## src/rtl/uart_pkg.sv

```systemverilog
// Shared definitions for the UART transmit path.
//   UART_DATA_W    : byte width carried from host to transmitter
//   BUSY_TIMEOUT   : cycles of low tx_busy after a launch before the frame is
//                    treated as finished or missed
//   launch_state_t : launcher FSM states
package uart_pkg;

   localparam int unsigned UART_DATA_W  = 8;
   localparam int unsigned BUSY_TIMEOUT = 4;

   typedef enum logic [1:0] {
      IDLE      = 2'd0,
      ISSUE     = 2'd1,
      WAIT_BUSY = 2'd2,
      WAIT_DONE = 2'd3
   } launch_state_t;

endpackage

```

## src/rtl/sync_byte_fifo.sv

```systemverilog
// Circular byte FIFO with wrap-bit pointers.
// Ports:
//   clk, rst  : clock, asynchronous active-high reset
//   wr_data   : byte to enqueue
//   wr_valid  : push request, taken when wr_ready is high
//   wr_ready  : not full (pointer-derived, independent of same-cycle pop)
//   pop       : advance read pointer (ignored when empty)
//   rd_data   : byte at the read pointer (combinational)
//   level     : occupancy 0..DEPTH
//   empty     : level == 0
module sync_byte_fifo
   import uart_pkg::*;
#(
   parameter int unsigned DEPTH  = 16,
   parameter int unsigned ADDR_W = 4
) (
   input  logic                   clk,
   input  logic                   rst,
   input  logic [UART_DATA_W-1:0] wr_data,
   input  logic                   wr_valid,
   output logic                   wr_ready,
   input  logic                   pop,
   output logic [UART_DATA_W-1:0] rd_data,
   output logic [ADDR_W:0]        level,
   output logic                   empty
);

   logic [UART_DATA_W-1:0] mem [DEPTH];
   logic [ADDR_W:0]        wr_ptr;
   logic [ADDR_W:0]        rd_ptr;
   logic                   full;
   logic                   push;

   // Wrap bits differ with equal low bits: the writer is one lap ahead.
   assign full     = (wr_ptr[ADDR_W] != rd_ptr[ADDR_W]) &&
                     (wr_ptr[ADDR_W-1:0] == rd_ptr[ADDR_W-1:0]);
   assign empty    = (wr_ptr == rd_ptr);
   assign wr_ready = !full;
   assign push     = wr_valid && !full;
   assign level    = wr_ptr - rd_ptr;
   assign rd_data  = mem[rd_ptr[ADDR_W-1:0]];

   always_ff @(posedge clk) begin
      if (push) mem[wr_ptr[ADDR_W-1:0]] <= wr_data;
   end

   always_ff @(posedge clk or posedge rst) begin
      if (rst) begin
         wr_ptr <= '0;
         rd_ptr <= '0;
      end else begin
         if (push)           wr_ptr <= wr_ptr + (ADDR_W+1)'(1);
         if (pop && !empty)  rd_ptr <= rd_ptr + (ADDR_W+1)'(1);
      end
   end

endmodule

```

## src/rtl/uart_tx_fifo.sv

```systemverilog
// Byte buffer and launcher feeding a UART transmitter.
// Ports:
//   clk_50m   : system clock, rising edge
//   rst       : asynchronous active-high reset
//   wr_data   : host byte to enqueue
//   wr_valid  : host push request
//   wr_ready  : FIFO not full
//   tx_busy   : transmitter busy flag
//   din       : byte to transmitter, held until the next launch
//   wr_en     : one-cycle launch strobe to transmitter
//   level     : FIFO occupancy 0..DEPTH
//   empty     : FIFO empty
module uart_tx_fifo
   import uart_pkg::*;
#(
   parameter int unsigned DEPTH  = 16,
   parameter int unsigned ADDR_W = 4
) (
   input  logic                   clk_50m,
   input  logic                   rst,
   input  logic [UART_DATA_W-1:0] wr_data,
   input  logic                   wr_valid,
   output logic                   wr_ready,
   input  logic                   tx_busy,
   output logic [UART_DATA_W-1:0] din,
   output logic                   wr_en,
   output logic [ADDR_W:0]        level,
   output logic                   empty
);

   localparam logic [2:0] TIMEOUT_LAST = 3'(BUSY_TIMEOUT - 1);

   launch_state_t          state;
   launch_state_t          state_next;
   logic [2:0]             idle_cnt;
   logic [2:0]             idle_cnt_next;
   logic                   launch;
   logic [UART_DATA_W-1:0] rd_data;

   sync_byte_fifo #(
      .DEPTH  (DEPTH),
      .ADDR_W (ADDR_W)
   ) u_fifo (
      .clk      (clk_50m),
      .rst      (rst),
      .wr_data  (wr_data),
      .wr_valid (wr_valid),
      .wr_ready (wr_ready),
      .pop      (launch),
      .rd_data  (rd_data),
      .level    (level),
      .empty    (empty)
   );

   always_comb begin
      state_next    = state;
      idle_cnt_next = idle_cnt;
      launch        = 1'b0;
      unique case (state)
         IDLE: begin
            if (!empty && !tx_busy) begin
               launch     = 1'b1;
               state_next = ISSUE;
            end
         end
         ISSUE: begin
            idle_cnt_next = '0;
            state_next    = WAIT_BUSY;
         end
         WAIT_BUSY: begin
            // A transmitter that never raises busy must not stall the queue.
            if (tx_busy)                      state_next    = WAIT_DONE;
            else if (idle_cnt == TIMEOUT_LAST) state_next    = IDLE;
            else                              idle_cnt_next = idle_cnt + 3'd1;
         end
         WAIT_DONE: begin
            if (!tx_busy) state_next = IDLE;
         end
         default: state_next = IDLE;
      endcase
   end

   always_ff @(posedge clk_50m or posedge rst) begin
      if (rst) begin
         state    <= IDLE;
         idle_cnt <= '0;
         wr_en    <= 1'b0;
         din      <= '0;
      end else begin
         state    <= state_next;
         idle_cnt <= idle_cnt_next;
         wr_en    <= launch;
         if (launch) din <= rd_data;
      end
   end

endmodule

```

## config.mk

```make
export PLATFORM = sky130hd
export DESIGN_NAME = uart_tx_fifo
export DESIGN_NICKNAME = d
export VERILOG_FILES = /design/src/rtl/uart_pkg.sv /design/src/rtl/sync_byte_fifo.sv /design/src/rtl/uart_tx_fifo.sv
export SDC_FILE = /design/constraint.sdc
export NUM_CORES = 1
export LEC_CHECK = 0
export CELL_PAD_IN_SITES_DETAIL_PLACEMENT = 0
export CELL_PAD_IN_SITES_GLOBAL_PLACEMENT = 1
export CORE_MARGIN = 3
export CORE_UTILIZATION = 50
export DETAILED_ROUTE_END_ITERATION = 10
export PLACE_DENSITY = 0.83
export SYNTH_ARGS = -nofsm -noshare
export SYNTH_HDL_FRONTEND = slang
export SYNTH_HIERARCHICAL = 1
export SYNTH_SLANG_ARGS = --single-unit
```

## constraint.sdc

```tcl
create_clock -name clk_50m -period 4.3 [get_ports clk_50m]
set_input_delay 0.645 -clock clk_50m [delete_from_list [all_inputs] [get_ports clk_50m]]
set_output_delay 0.645 -clock clk_50m [all_outputs]
set_load 0.01 [all_outputs]
```

=== Word level (Yosys, flattened, before mapping) ===
Memory sizes are Yosys's and may differ from the RTL's. A register that Yosys moved wholly into a read port is not among the register bits.
Cells that the tools add are included.

* Bits in registers: 16
* RAM bits: 128
* Output and inout bits: 16
* Logic and storage cells: 45
* Memories kept: 1

{| class="wikitable"
|+ Memory list
! memory !! depth !! bits a word !! read ports !! clocked after memory_dff !! write ports !! RTL line !! RTL
|-
| u_fifo.mem || 16 || 8 || 1 || 1 || 1 || sync_byte_fifo.sv:28 || <nowiki>logic [UART_DATA_W-1:0] mem [DEPTH];</nowiki>
|}

* Add/subtract/negate cells: 4
* Equal/unequal tests: 12
* Multiplexer cells: 12
* Reduce and logical (&&, ||, !) cells: 11

{| class="wikitable"
|+ Operator list
! cell !! number
|-
| adder 5 x 1 -> 5 bit, second input constant || 2
|-
| 2-to-1 mux 2 bit || 4
|-
| != test 2 bit, second input constant || 4
|-
| case mux 2 bit (4 select lines) || 1
|-
| 2-to-1 mux 3 bit || 2
|-
| case mux 3 bit (2 select lines) || 1
|-
| AND reduction 3 bit || 2
|-
| == test 5 bit || 1
|-
| subtractor 5 bit || 1
|-
| == test 2 bit, second input constant || 2
|-
| == test 4 bit || 1
|-
| logical AND 1 bit || 4
|-
| 2-to-1 mux 1 bit || 4
|-
| adder 3 x 1 -> 3 bit, second input constant || 1
|-
| == test 3 x 2 -> 1 bit, second input constant || 1
|-
| zero test 1 bit || 3
|-
| != test 3 bit, second input constant || 1
|-
| == test 2 x 1 -> 1 bit, second input constant || 1
|-
| zero test 2 bit || 1
|-
| nonzero test 2 bit || 1
|-
| != test 1 bit || 1
|}

=== Logic depth before layout (Yosys ltp) ===
* Word-level depth: 6
* Depth in mapped cells: 10
* Mapped depth without buffers: 8

=== Hierarchy ===
The synthesis kept the hierarchy.

{| class="wikitable"
|+ By module, submodules not included
! module !! instances !! cells each !! area each (um2) !! seq. area each (um2)
|-
| sync_byte_fifo || 1 || 298 || 5690.5 || 4093.9
|-
| uart_tx_fifo || 1 || 48 || 619.3 || 350.3
|}

=== Worst setup path before layout ===
No wires, ideal clock.

* Path kind: reg2reg
* Start: register u_fifo.rd_ptr[1]
* End: register u_fifo.rd_ptr[4]
* Arrival: 2817 ps
* Setup slack: 1359 ps
* Cell stages (with the launch flop): 11
* Path buffers: 2
* Path through: dfrtp_1 > buf_2 > clkbuf_1 > inv_1 > ha_1 > and4_1 > and2_1 > nor4_4 > a21boi_1 > nand4_1 > xnor2_1

* Word-level cells in the longest chain between the ends: 6
* Elaborated cells on any way between the ends: 7
* Classes of those cells: 1 x add/sub; 1 x eq/ne; 2 x mux; 3 x reduce/logical

{| class="wikitable"
|+ RTL lines
! item !! RTL line !! RTL
|-
| start: declaration || sync_byte_fifo.sv:30 || <nowiki>logic [ADDR_W:0] rd_ptr;</nowiki>
|-
| start signal: assignment || sync_byte_fifo.sv:53 || <nowiki>if (pop && !empty) rd_ptr <= rd_ptr + (ADDR_W+1)'(1);</nowiki>
|-
| == test 5 bit || sync_byte_fifo.sv:37 || <nowiki>assign empty = (wr_ptr == rd_ptr);</nowiki>
|-
| named net empty || uart_tx_fifo.sv:28 || <nowiki>output logic empty</nowiki>
|-
| zero test 1 bit || uart_tx_fifo.sv:61 || <nowiki>if (!empty && !tx_busy) begin</nowiki>
|-
| logical AND 1 bit || uart_tx_fifo.sv:61 ||
|-
| 2-to-1 mux 1 bit || uart_tx_fifo.sv:61 ||
|-
| 2-to-1 mux 1 bit || uart_tx_fifo.sv:59 || <nowiki>unique case (state)</nowiki>
|-
| named net launch || uart_tx_fifo.sv:37 || <nowiki>logic launch;</nowiki>
|-
| logical AND 1 bit || sync_byte_fifo.sv:53 ||
|}

The timed path passes the listed nets, and every way through them passes these cells.
A chain may end at the register's enable or synchronous reset.

=== Worst setup path after layout ===
* Start: register u_fifo.rd_ptr[3]
* End: output port empty

* Word-level cells in the longest chain between the ends: 1

{| class="wikitable"
|+ RTL lines
! item !! RTL line
|-
| == test 5 bit || sync_byte_fifo.sv:37
|-
| end: declaration || uart_tx_fifo.sv:28
|}

No other way between the ends.

==> impl_metrics.csv <==
group,metric,value,unit
sta,slew_viol_final,0,
clock_tree,cts_tree,"done",
drt,postRouteWirelength,12400,um
run_status,outcome,"finished, final reports clean",
cells_and_area,drive_above_1_share,14.6,%
job,cap_violations,0,
logic_synthesis,yosys_warnings,6,
setup_path,arrival,2.71,ns
floorplanning,io_pins,28,
clock_tree,htreeDepth,4,
grt,antenna_found_initial,0,
cells_and_area,final_util,59.9,%
clock_tree,cts_resized,0,
clock_tree,post_cts_buffers,0,
sta,grt_setup_unrepaired,"no",
drt,vias_per_cell,5.76,
placed_design,pre_cts_slack,1.17,ns
worst_hold_path,hold_class,"reg -> reg",
sta,setup_viol,0,
grt,grt_max_degree,43,
cells_and_area,layout_commonest_cell,"edfxtp_1",
clock_tree,ctsLongestPathBuffers,2,
setup_path,cp_max_fo,12,
placed_design,io_buffers,27,
cells_and_area,antenna_cells,0,
grt,grt_pass1_wl,19300,um
floorplanning,die_x,118,um
placed_design,place.gp.congestion,0.909,
drt,wire_per_inst,21.9,um
floorplanning,die_area,14000,um2
clock_tree,clk_latency,0.42,ns
sta,hold_ws,0.504,ns
logic_synthesis,ys_seq_elements,152,
power,leakage,2.59,nW
sta,maxSlewHeadroom,42.3,%
setup_path,start_kind,"register",
floorplanning,start_util,51.9,%
clock_tree,cts_made_buffers,17,
grt,overflow,0,
grt,grt_pass1_vias,3314,
clock_tree,root_buffer,"clkbuf_16",
sta,finalWorstSetupSlack,0.949,ns
logic_synthesis,netlist_area,6310,um2
power,powerDensity,696,nW/um2
drt,detail-route-antenna-nets,0,
sta,fin_crit_sh,77.9,%
setup_path,path_class,"reg -> out",
sta,fin_skew,0.00729,ns
power,vdd_drop_max,0.000315,V
cells_and_area,layout.nets,407,
floorplanning,rows,40,
floorplanning,die_y,118,um
drt,num_vias,3251,
cells_and_area,mostFrequentLayoutCells,"edfxtp_1 (128), clkdlybuf4s50_1 (27), mux2i_1 (26)",
logic_synthesis,synth.distinct_cells,38,
sta,timing.final.hold_violations,0,
drt,drt_pass1_iterations,4,
setup_path,worst-r2r-setup-slack,1.12,ns
drt,drt_iter0_markers,313,
clock_tree,cts_sinks,152,
sta,worst_slew_pin_slew,0.863,ns
placed_design,post-dp-hpwl,8230,um
drt,drc,0,
cells_and_area,stdcell_count,564,
logic_synthesis,synthCells,346,
floorplanning,coreArea,12200,um2
logic_synthesis,synth_fp_nets,370,
logic_synthesis,synth_sequential_area_ratio,70.4,%
logic_synthesis,postSynthAreaPerCell,18.2,um2
sta,finalCriticalPeriod,3.35,ns
clock_tree,clkTransAtPathRegs,0.06,ns
sta,fmax,298,MHz
sta,setup-tns-final,0,ns
setup_path,cp-end-kind,"output pin",
grt,grtUsageTotal,18.6,%
clock_tree,ctsHoldBuffers,0,
setup_path,worst_ep_required_time,3.65,ns
placed_design,dp_cells,532,
cells_and_area,areaGrowthSynthToFinish,15.5,%
## layer usage
layer  track usage [%]  up-vias  part of all wire, %
met5                 0        -                    0
met4              7.11        0                  2.0
met3              3.54       20                  5.3
met2              29.9      108                   49
met1              25.5     1666                   43
li1                  -     1457                    -
## worst paths after layout
path	end	cells after the start	startpoint
worst max-delay path	empty	5	u_fifo/rd_ptr[3]
worst min-delay path	din[6]	1	din[6]
worst max register to register	u_fifo/rd_ptr[3]	8	u_fifo/rd_ptr[3]
worst min register to register	din[6]	1	din[6]
max in group asynchronous	din[7]	2	rst
min in group asynchronous	u_fifo/wr_ptr[2]	2	rst
## per-stage QoR
step	cell area, um2	power (mW)
floorplan	6310	3.12
global placement	6740	3.70
detailed placement	6740	3.73
CTS	7290	5.11
global route	7290	5.31
finish	7290	5.07
## flip-flops by register name (all words and copies together) (netlist names)
signal         cells
state              2
wr_en              1
u_fifo/mem       128
idle_cnt           3
din                8
u_fifo/rd_ptr      5
u_fifo/wr_ptr      5
## area by class of cell
| cell class | instances | area, um2 |
|---|---|---|
| Sequential cell | 152 | 4450 |
| Inverter | 11 | 41.3 |
| Clock inverter | 12 | 118 |
| Timing Repair Buffer | 33 | 315 |
| Multi-Input combinational cell | 168 | 1720 |
| Tap cell | 168 | 210 |
| Fill cell | 875 | 4870 |
| Clock buffer | 20 | 437 |
## critical path, cell delays in order, from the launching register on
cell and delay (ns):
dfrtp_1 0.60, inv_2 0.21, ha_1 0.38, and4_1 0.30, and2_1 0.23, clkdlybuf4s50_1 0.57
## cell families (layout without fill, tap and decap cells)
| group | Yosys count | in the layout | synth area share [%] |
|---|---|---|---|
| buffers and inverters | 26 | 76 | 2.26 |
| AOI/OAI and AO/OA | 39 | 39 | 4.26 |
| and+or+nand+nor | 46 | 46 | 3.67 |
| xor gates and xnor gates | 13 | 13 | 1.80 |
| muxes | 58 | 58 | 15.1 |
| adders and majority gates | 12 | 12 | 2.50 |
| DFF | 152 | 152 | 70.4 |
## cells in the mapped netlist
library cell / number / area, um2
a21boi_1: 1 / 7.51
a21boi_2: 1 / 11.3
a21o_1: 2 / 15.0
a21o_2: 1 / 8.76
a21oi_1: 3 / 15.0
a22oi_1: 8 / 60.1
a31oi_1: 1 / 6.26
a32oi_1: 8 / 70.1
and2_1: 2 / 12.5
and2b_2: 2 / 17.5
and4_1: 1 / 8.76
buf_2: 3 / 15.0
buf_6: 2 / 22.5
buf_8: 2 / 30.0
clkbuf_1: 7 / 26.3
clkbuf_4: 1 / 7.51
dfrtp_1: 24 / 601
edfxtp_1: 128 / 3840
fa_1: 1 / 20.0
ha_1: 11 / 138
inv_1: 10 / 37.5
inv_2: 1 / 3.75
mux2_2: 8 / 90.1
mux2i_1: 26 / 260
mux4_1: 16 / 420
mux4_2: 8 / 180
nand2_1: 12 / 45.0
nand2b_1: 2 / 12.5
nand3_1: 1 / 5.00
nand4_1: 3 / 18.8
nor2_1: 16 / 60.1
nor3_1: 6 / 30.0
nor4_4: 1 / 21.3
o21ai_0: 5 / 25.0
o21ai_1: 8 / 40.0
o31a_2: 1 / 10.0
xnor2_1: 10 / 87.6
xor2_1: 3 / 26.3
## power breakdown
| part | leakage, nW | internal (mW) | switching [mW] |
|---|---|---|---|
| sequential | 1.45 | 1.83 | 0.162 |
| clock | 0.265 | 0.804 | 0.570 |
| combinational | 0.870 | 0.806 | 0.897 |
No activity file was read; power rests on OpenSTA's default activity.
